### config.mk
export PLATFORM = sky130hd
export DESIGN_NAME = systolic_feeder
export DESIGN_NICKNAME = d
export VERILOG_FILES = /design/src/rtl/systolic_feeder.sv
export SDC_FILE = /design/constraint.sdc
export NUM_CORES = 2
export LEC_CHECK = 0
export CAP_MARGIN = 25
export CORE_UTILIZATION = 63
export CTS_BUF_LIST = sky130_fd_sc_hd__clkbuf_4
export CTS_CLUSTER_DIAMETER = 100
export DETAILED_ROUTE_END_ITERATION = 12
export PLACE_DENSITY = 0.9
export SLEW_MARGIN = 25
export SYNTH_ARGS = -nofsm -noshare
export SYNTH_HDL_FRONTEND = slang
export SYNTH_SLANG_ARGS = --single-unit
### constraint.sdc
create_clock -name clk_i -period 16.94 [get_ports clk_i]
set_input_delay 3.388 -clock clk_i [delete_from_list [all_inputs] [get_ports clk_i]]
set_output_delay 3.388 -clock clk_i [all_outputs]
set_load 0.03 [all_outputs]
### src/rtl/systolic_feeder.sv
// systolic_feeder: buffers one K-step operand tile and replays it into the
// systolic array with diagonal lane skew, flush zeros and a drain window.
module systolic_feeder #(
    parameter int SIZE   = 4,
    parameter int DATA_W = 16,
    parameter int DEPTH  = 16
) (
    input  logic                     clk_i,
    input  logic                     rst_i,
    input  logic                     in_valid_i,
    output logic                     in_ready_o,
    input  logic [SIZE*DATA_W-1:0]   in_a_i,
    input  logic [SIZE*DATA_W-1:0]   in_b_i,
    input  logic                     in_last_i,
    output logic [SIZE*DATA_W-1:0]   a_o,
    output logic [SIZE*DATA_W-1:0]   b_o,
    output logic                     last_o,
    output logic                     ctrl_o,
    output logic                     busy_o,
    output logic                     trunc_o
);

    localparam int VW = SIZE * DATA_W;
    localparam int PW = $clog2(DEPTH) + 1;
    localparam int AW = $clog2(DEPTH);
    localparam int CW = $clog2(2 * SIZE) + 1;

    localparam logic [1:0] S_IDLE   = 2'd0;
    localparam logic [1:0] S_STREAM = 2'd1;
    localparam logic [1:0] S_FLUSH  = 2'd2;
    localparam logic [1:0] S_DRAIN  = 2'd3;

    logic [1:0]    state_q, state_d;
    logic [PW-1:0] wr_ptr_q, wr_ptr_d;
    logic [PW-1:0] rd_ptr_q, rd_ptr_d;
    logic [PW-1:0] count_q, count_d;
    logic [CW-1:0] cyc_q, cyc_d;
    logic          ctrl_q, ctrl_d;
    logic          last_q, last_d;

    logic [VW-1:0]    mem_a_q [DEPTH];
    logic [VW-1:0]    mem_b_q [DEPTH];
    logic [DEPTH-1:0] mem_l_q;

    logic          accept;
    logic          full_hit;
    logic          pop;
    logic [VW-1:0] src_a;
    logic [VW-1:0] src_b;
    logic          src_last;

    function automatic logic [PW-1:0] wrap_inc(input logic [PW-1:0] p);
        return (p == PW'(DEPTH - 1)) ? '0 : p + 1'b1;
    endfunction

    assign in_ready_o = (state_q == S_IDLE) && (count_q < PW'(DEPTH));
    assign accept     = in_valid_i && in_ready_o;
    assign full_hit   = accept && (count_q == PW'(DEPTH - 1));
    assign trunc_o    = full_hit && !in_last_i;
    assign pop        = (state_q == S_STREAM);

    assign src_a    = pop ? mem_a_q[rd_ptr_q[AW-1:0]] : '0;
    assign src_b    = pop ? mem_b_q[rd_ptr_q[AW-1:0]] : '0;
    assign src_last = pop && mem_l_q[rd_ptr_q[AW-1:0]];

    assign busy_o = (state_q != S_IDLE);
    assign ctrl_o = ctrl_q;
    assign last_o = last_q;

    // Tile sequencing: fill in IDLE, replay, flush zeros, then drain window.
    always_comb begin
        state_d  = state_q;
        wr_ptr_d = wr_ptr_q;
        rd_ptr_d = rd_ptr_q;
        count_d  = count_q;
        cyc_d    = cyc_q;
        unique case (state_q)
            S_IDLE: begin
                if (accept) begin
                    wr_ptr_d = wrap_inc(wr_ptr_q);
                    count_d  = count_q + 1'b1;
                    if (in_last_i || full_hit) begin
                        state_d = S_STREAM;
                    end
                end
            end
            S_STREAM: begin
                rd_ptr_d = wrap_inc(rd_ptr_q);
                count_d  = count_q - 1'b1;
                if (src_last) begin
                    state_d = S_FLUSH;
                    cyc_d   = '0;
                end
            end
            S_FLUSH: begin
                if (cyc_q == CW'(2 * SIZE - 1)) begin
                    state_d = S_DRAIN;
                    cyc_d   = '0;
                end else begin
                    cyc_d = cyc_q + 1'b1;
                end
            end
            S_DRAIN: begin
                if (cyc_q == CW'(SIZE - 1)) begin
                    state_d = S_IDLE;
                    cyc_d   = '0;
                end else begin
                    cyc_d = cyc_q + 1'b1;
                end
            end
            default: state_d = S_IDLE;
        endcase
        ctrl_d = (state_d == S_DRAIN);
        last_d = src_last;
    end

    // Control state; ctrl is a flop so the drain array sees a clean level.
    always_ff @(posedge clk_i or posedge rst_i) begin
        if (rst_i) begin
            state_q  <= S_IDLE;
            wr_ptr_q <= '0;
            rd_ptr_q <= '0;
            count_q  <= '0;
            cyc_q    <= '0;
            ctrl_q   <= 1'b0;
            last_q   <= 1'b0;
        end else begin
            state_q  <= state_d;
            wr_ptr_q <= wr_ptr_d;
            rd_ptr_q <= rd_ptr_d;
            count_q  <= count_d;
            cyc_q    <= cyc_d;
            ctrl_q   <= ctrl_d;
            last_q   <= last_d;
        end
    end

    // Tile storage; a buffer-filling step is stored as the tile's last.
    always_ff @(posedge clk_i) begin
        if (accept) begin
            mem_a_q[wr_ptr_q[AW-1:0]] <= in_a_i;
            mem_b_q[wr_ptr_q[AW-1:0]] <= in_b_i;
            mem_l_q[wr_ptr_q[AW-1:0]] <= in_last_i || full_hit;
        end
    end

    for (genvar j = 0; j < SIZE; j++) begin : g_lane
        logic [DATA_W-1:0] sa_q [j+1];
        logic [DATA_W-1:0] sa_d [j+1];
        logic [DATA_W-1:0] sb_q [j+1];
        logic [DATA_W-1:0] sb_d [j+1];

        // Shift chain: lane j sees the popped element j+1 cycles later.
        always_comb begin
            sa_d[0] = src_a[j*DATA_W +: DATA_W];
            sb_d[0] = src_b[j*DATA_W +: DATA_W];
            for (int s = 1; s <= j; s++) begin
                sa_d[s] = sa_q[s-1];
                sb_d[s] = sb_q[s-1];
            end
        end

        // Skew registers, cleared by reset so an aborted tile vanishes.
        always_ff @(posedge clk_i or posedge rst_i) begin
            if (rst_i) begin
                for (int s = 0; s <= j; s++) begin
                    sa_q[s] <= '0;
                    sb_q[s] <= '0;
                end
            end else begin
                for (int s = 0; s <= j; s++) begin
                    sa_q[s] <= sa_d[s];
                    sb_q[s] <= sb_d[s];
                end
            end
        end

        assign a_o[j*DATA_W +: DATA_W] = sa_q[j];
        assign b_o[j*DATA_W +: DATA_W] = sb_q[j];
    end

endmodule

# ---- Yosys cells after proc, flatten, opt, wreduce, memory -nomap -nowiden
# Memories as Yosys holds them, arrays and structs flattened.
# Cells that the tools add are included.
dict set report word_totals {
  regBits 359
  word_cells 88
  memories 2
  mem_bits_rw 2048
  out_inout_bits 133
}
# memory depth width rd rd_clocked_by_memory_dff wr line_no
set mem_list {}
lappend mem_list {mem_a_q 16 64 1 0 1 41} ;# logic [VW-1:0] mem_a_q [DEPTH];
lappend mem_list {mem_b_q 16 64 1 0 1 42} ;# logic [VW-1:0] mem_b_q [DEPTH];
dict set report op_classes {
  reduce_logical 15
  mux 23
  eq_ne 11
  magnitude_cmp 4
  addsub 5
}
# op count
set op_table {}
lappend op_table {{$mux 64} 2}
lappend op_table {{$bwmux 16} 1}
lappend op_table {{$add 5x1->5 const B} 3}
lappend op_table {{$eq 5x4->1 const B} 3}
lappend op_table {{$mux 5} 3}
lappend op_table {{$mux 4} 3}
lappend op_table {{$pmux 4 s3} 1}
lappend op_table {{$lt 4x5->1 const B} 2}
lappend op_table {{$mux 2} 5}
lappend op_table {{$pmux 5 s2} 1}
lappend op_table {{$pmux 2 s4} 1}
lappend op_table {{$eq 2x2->1 const B} 3}
lappend op_table {{$logic_and 1x1->1} 6}
lappend op_table {{$reduce_and 2->1} 3}
lappend op_table {{$lt 5x5->1 const B} 1}
lappend op_table {{$sub 5x1->5 const B} 1}
lappend op_table {{$add 4x1->4 const B} 1}
lappend op_table {{$bmux 1 s4} 1}
lappend op_table {{$demux 1 s4} 1}
lappend op_table {{$eq 4x2->1 const B} 1}
lappend op_table {{$eq 4x3->1 const B} 1}
lappend op_table {{$ge 4x1->1 const B} 1}
lappend op_table {{$mux 1} 4}
lappend op_table {{$ne 2x2->1 const B} 2}
lappend op_table {{other kinds (6)} 7}

# ---- Depth between registers and ports, before layout
dict set report logic_depth {
  ltp_word 9
  mapped_depth 10
  mapped_depth_nobuf 8
}

# ---- Least setup slack after synthesis
# Ideal clock, no wire load.
dict set report synth_timing {
  kind {input to register}
  from {input port in_valid_i}
  to {memory mem_a_q[1][0] (netlist bit) (enable)}
  path_buffers 1
  cell_stages 4
  slack_ps 3643
  arrival_ps 12522
  cell_sequence {and2_1 buf_2 nand2_1 nor3_1}
}
dict set report synth_via {
  elab_chain_len 3
}
# item line_no
set synth_rtl {}
lappend synth_rtl {{start, declared} 10} ;# input logic in_valid_i,
lappend synth_rtl {{$logic_and 1x1->1} 57} ;# assign accept = in_valid_i && in_ready_o;
lappend synth_rtl {{$mux 1} 140} ;# if (accept) begin
lappend synth_rtl {{$mux 1 (implied by the code)} 141} ;# mem_a_q[wr_ptr_q[AW-1:0]] <= in_a_i;
lappend synth_rtl {{end, declared} 41}
# No other way between the ends.

# ---- Final worst setup path
dict set report layout_timing {
  from {input port in_valid_i}
  to {output port trunc_o}
}
dict set report layout_via {
  elab_chain_len 3
}
# item line_no
set layout_rtl {}
lappend layout_rtl {{$logic_and 1x1->1} 57}
lappend layout_rtl {{$logic_and 1x1->1} 58} ;# assign full_hit = accept && (count_q == PW'(DEPTH - 1));
lappend layout_rtl {{$logic_and 1x1->1} 59} ;# assign trunc_o = full_hit && !in_last_i;
lappend layout_rtl {{end, declared} 20} ;# output logic trunc_o
# No other way between the ends.

==> impl_metrics.yaml <==
run_status:
  status: "complete, no violations"
die:
  die_y_um: 376
  core_region_area_um2: 138000
  std_cell_rows: 136
  die_area_um2: 141000
  die_w_um: 376
  initial_core_util_pct: 63.8
  pin_count: 265
layout:
  layout-drive-gt1-share_pct: 30.6
  final_nets: 4647
  fillerInstances: 7065
  final_cells: 6844
  area_delta_synth_final_pct: 13.7
clock_tree:
  insertion_delay_ns: 1.38
  clockBufferDepth: 4
  cts_sinks: 2407
  numCtsBuffers: 587
  clockRootBuffer: "clkbuf_4"
  cts_resized: 0
  post_cts_buffers: 0
  htreeDepth: 6
  cts_tree: "built"
  cts_hold_buffers: 0
  clkTransAtPathRegs_ns: 0.10
timing:
  fin_ws_ns: 8.43
  rsz0062_at_grt: "false"
  hold_viol: 0
  setup_tns_ns: 0
  tightestPinTransition_ns: 1.16
  min_period_over_period_pct: 50.2
  drv_slew: 0
  final.min_clock_period_ns: 8.51
  fmax_ghz: 0.117
  max-slew-margin-rel_pct: 22.4
  clock_skew_ns: 0.0914
  setup_viol: 0
power:
  powerDensity_nw_per_um2: 148
  leakagePower_nw: 33.6
  ir_drop_uv: 154
synth:
  avgSynthCellArea_um2: 23.3
  synth-async-reset-ratio_pct: 14.3
  synth.area.top_cells: "edfxtp_1 70%, mux4_2 13%, dfrtp_1 9.7%"
  yosysTopAreaCell: "edfxtp_1"
  post-synth-top-count-cell: "edfxtp_1"
  netlist_area_um2: 88200
  ys_seq_area_share_pct: 80.0
  synth_edf_count: 2064
  yosys_warnings: 0
  ys.flop_type: "edfxtp_1"
  synth_common_cells: "2064 x edfxtp_1, 512 x mux4_2, 343 x dfrtp_1"
  syn_nets: 3927
  synthCells: 3785
  synth_top_area_share_pct: 70.3
  ys_types: 42
  ys_seq_elements: 2407
global_route:
  grt_max_degree: 184
  grt_util_all_layers_pct: 33.1
  grt_overflow: 0
  grt_pass1_vias: 49400
  grt_pass1_wl_mm: 332
  antenna_found_initial: 45
min_path:
  worstHoldPathType: "register to register"
setup_path:
  ff2ff_setup_slack_ns: 11.71
  critPathMaxFanout: 12
  crit_required_ns: 13.55
  critPathKind: "input pin to output pin"
  arrival_ns: 5.12
  end_kind: "output pin"
  startpoint_type: "input pin"
routing:
  num_vias: 46100
  drt_iter0_markers: 7207
  wl_per_cell_um: 33.6
  wl_mm: 230
  ant_nets: 0
  vias_per_cell: 6.74
  drt_first_pass_iters: 6
  drc: 0
place:
  dp.cells: 5776
  io_buffers: 264
  globalplace.congestion: 0.744
  dpl.hpwl_mm: 107
  post-place-ws_ns: 8.45
run:
  cap_violations: 0
-- registers in the layout, summed over array words and instances (netlist names), 48 cells and up --
register	count
mem_a_q	1024
mem_b_q	1024
g_lane.sa_d	96
g_lane.sb_d	96
a_o	48
b_o	48
-- logic make-up (layout without fill, tap and decap cells) --
group / Yosys count / in the layout / share of synthesized area, %
AO/OA/AOI/OAI: 285 / 285 / 2.39
XOR/XNOR: 8 / 8 / 0.0795
adder cells (fa/ha/maj): 10 / 10 / 0.150
buffers and inverters: 218 / 1380 / 1.37
flip-flops: 2407 / 2407 / 80.0
multiplexers: 650 / 650 / 14.6
other: 0 / 34 / 0
AND/OR/NAND/NOR: 207 / 207 / 1.34
-- area by class of cell --
| type | count | area [um2] | area share, % |
|---|---|---|---|
| inverters | 8 | 37.5 | 0.0374 |
| flip-flops and latches | 2407 | 70600 | 70.4 |
| clock buffers | 855 | 6420 | 6.40 |
| well taps | 1863 | 2330 | 2.32 |
| repair buffers | 341 | 3410 | 3.40 |
| clock inverters | 176 | 911 | 0.908 |
| multi-input cells | 1160 | 16500 | 16.5 |
| diodes | 34 | 85.1 | 0.0848 |
-- path summary, 6_finish.rpt --
check,start,to,depth (start not counted)
max,in_valid_i,trunc_o,6
min,g_lane[2].sb_d[17],g_lane[2].sb_d[1],0
max reg2reg,rd_ptr_q[0],g_lane[1].sb_d[2],8
min reg2reg,g_lane[2].sb_d[17],g_lane[2].sb_d[1],0
max in group asynchronous,rst_i,g_lane[2].sa_d[20],4
min in group asynchronous,rst_i,g_lane[1].sa_d[0],2
-- critical path: stages --
cell	delay, ns
clkdlybuf4s50_1	0.45
and2_1	0.12
buf_4	0.25
nand2_1	0.11
nor2_1	0.12
clkdlybuf4s50_1	0.68
-- through the flow --
stage | power, mW | hold WS [ns] | utilization, % | area, um2
floorplan | 9.22 | 0.331 | - | 88200
global placement | 9.80 | 0.332 | 67.1 | 92700
detailed placement | 9.95 | 0.335 | 67.1 | 92800
CTS | 14.9 | 0.306 | 72.4 | 100000
global route | 15.3 | 0.323 | 72.6 | 100000
finish | 14.9 | 0.296 | 72.6 | 100000
-- placed cells by master, fill, tap and decap left out, types with 4 or more instances in the layout --
cell	netlist	routed
edfxtp_1	2064	2064
clkbuf_4	1	855
mux4_2	512	512
dfrtp_1	343	339
clkdlybuf4s50_1	0	264
a211oi_1	257	256
mux2i_1	136	136
nor2b_1	135	135
clkinv_1	0	134
buf_4	14	59
diode_2	0	34
nand2_1	20	20
inv_2	1	15
clkinv_2	0	15
nor2_4	0	12
nor2_1	22	10
nand2b_1	10	9
ha_1	9	9
bufinv_16	0	8
buf_12	0	8
o21ai_0	7	7
buf_6	37	7
inv_1	7	6
xnor2_1	6	6
nand3_1	5	5
a21oi_1	5	5
nor3_1	8	4
a31oi_1	4	4
o21ai_1	4	4
nor3_2	0	4
dfrtp_4	0	4
-- metal layers --
layer / part of all wire, % / global-route usage (%)
met2: 50 / 52.7
met3: 13 / 9.24
met1: 32 / 41.1
met4: 5.3 / 20.0
met5: 0.078 / 0
-- report_power, final --
part           total (mW)  internal [mW]  switching [mW]
Combinational        3.24           1.48            1.76
Sequential           6.75           6.59           0.162
Clock                4.86           2.45            2.41
No activity file was read; power rests on OpenSTA's default activity.
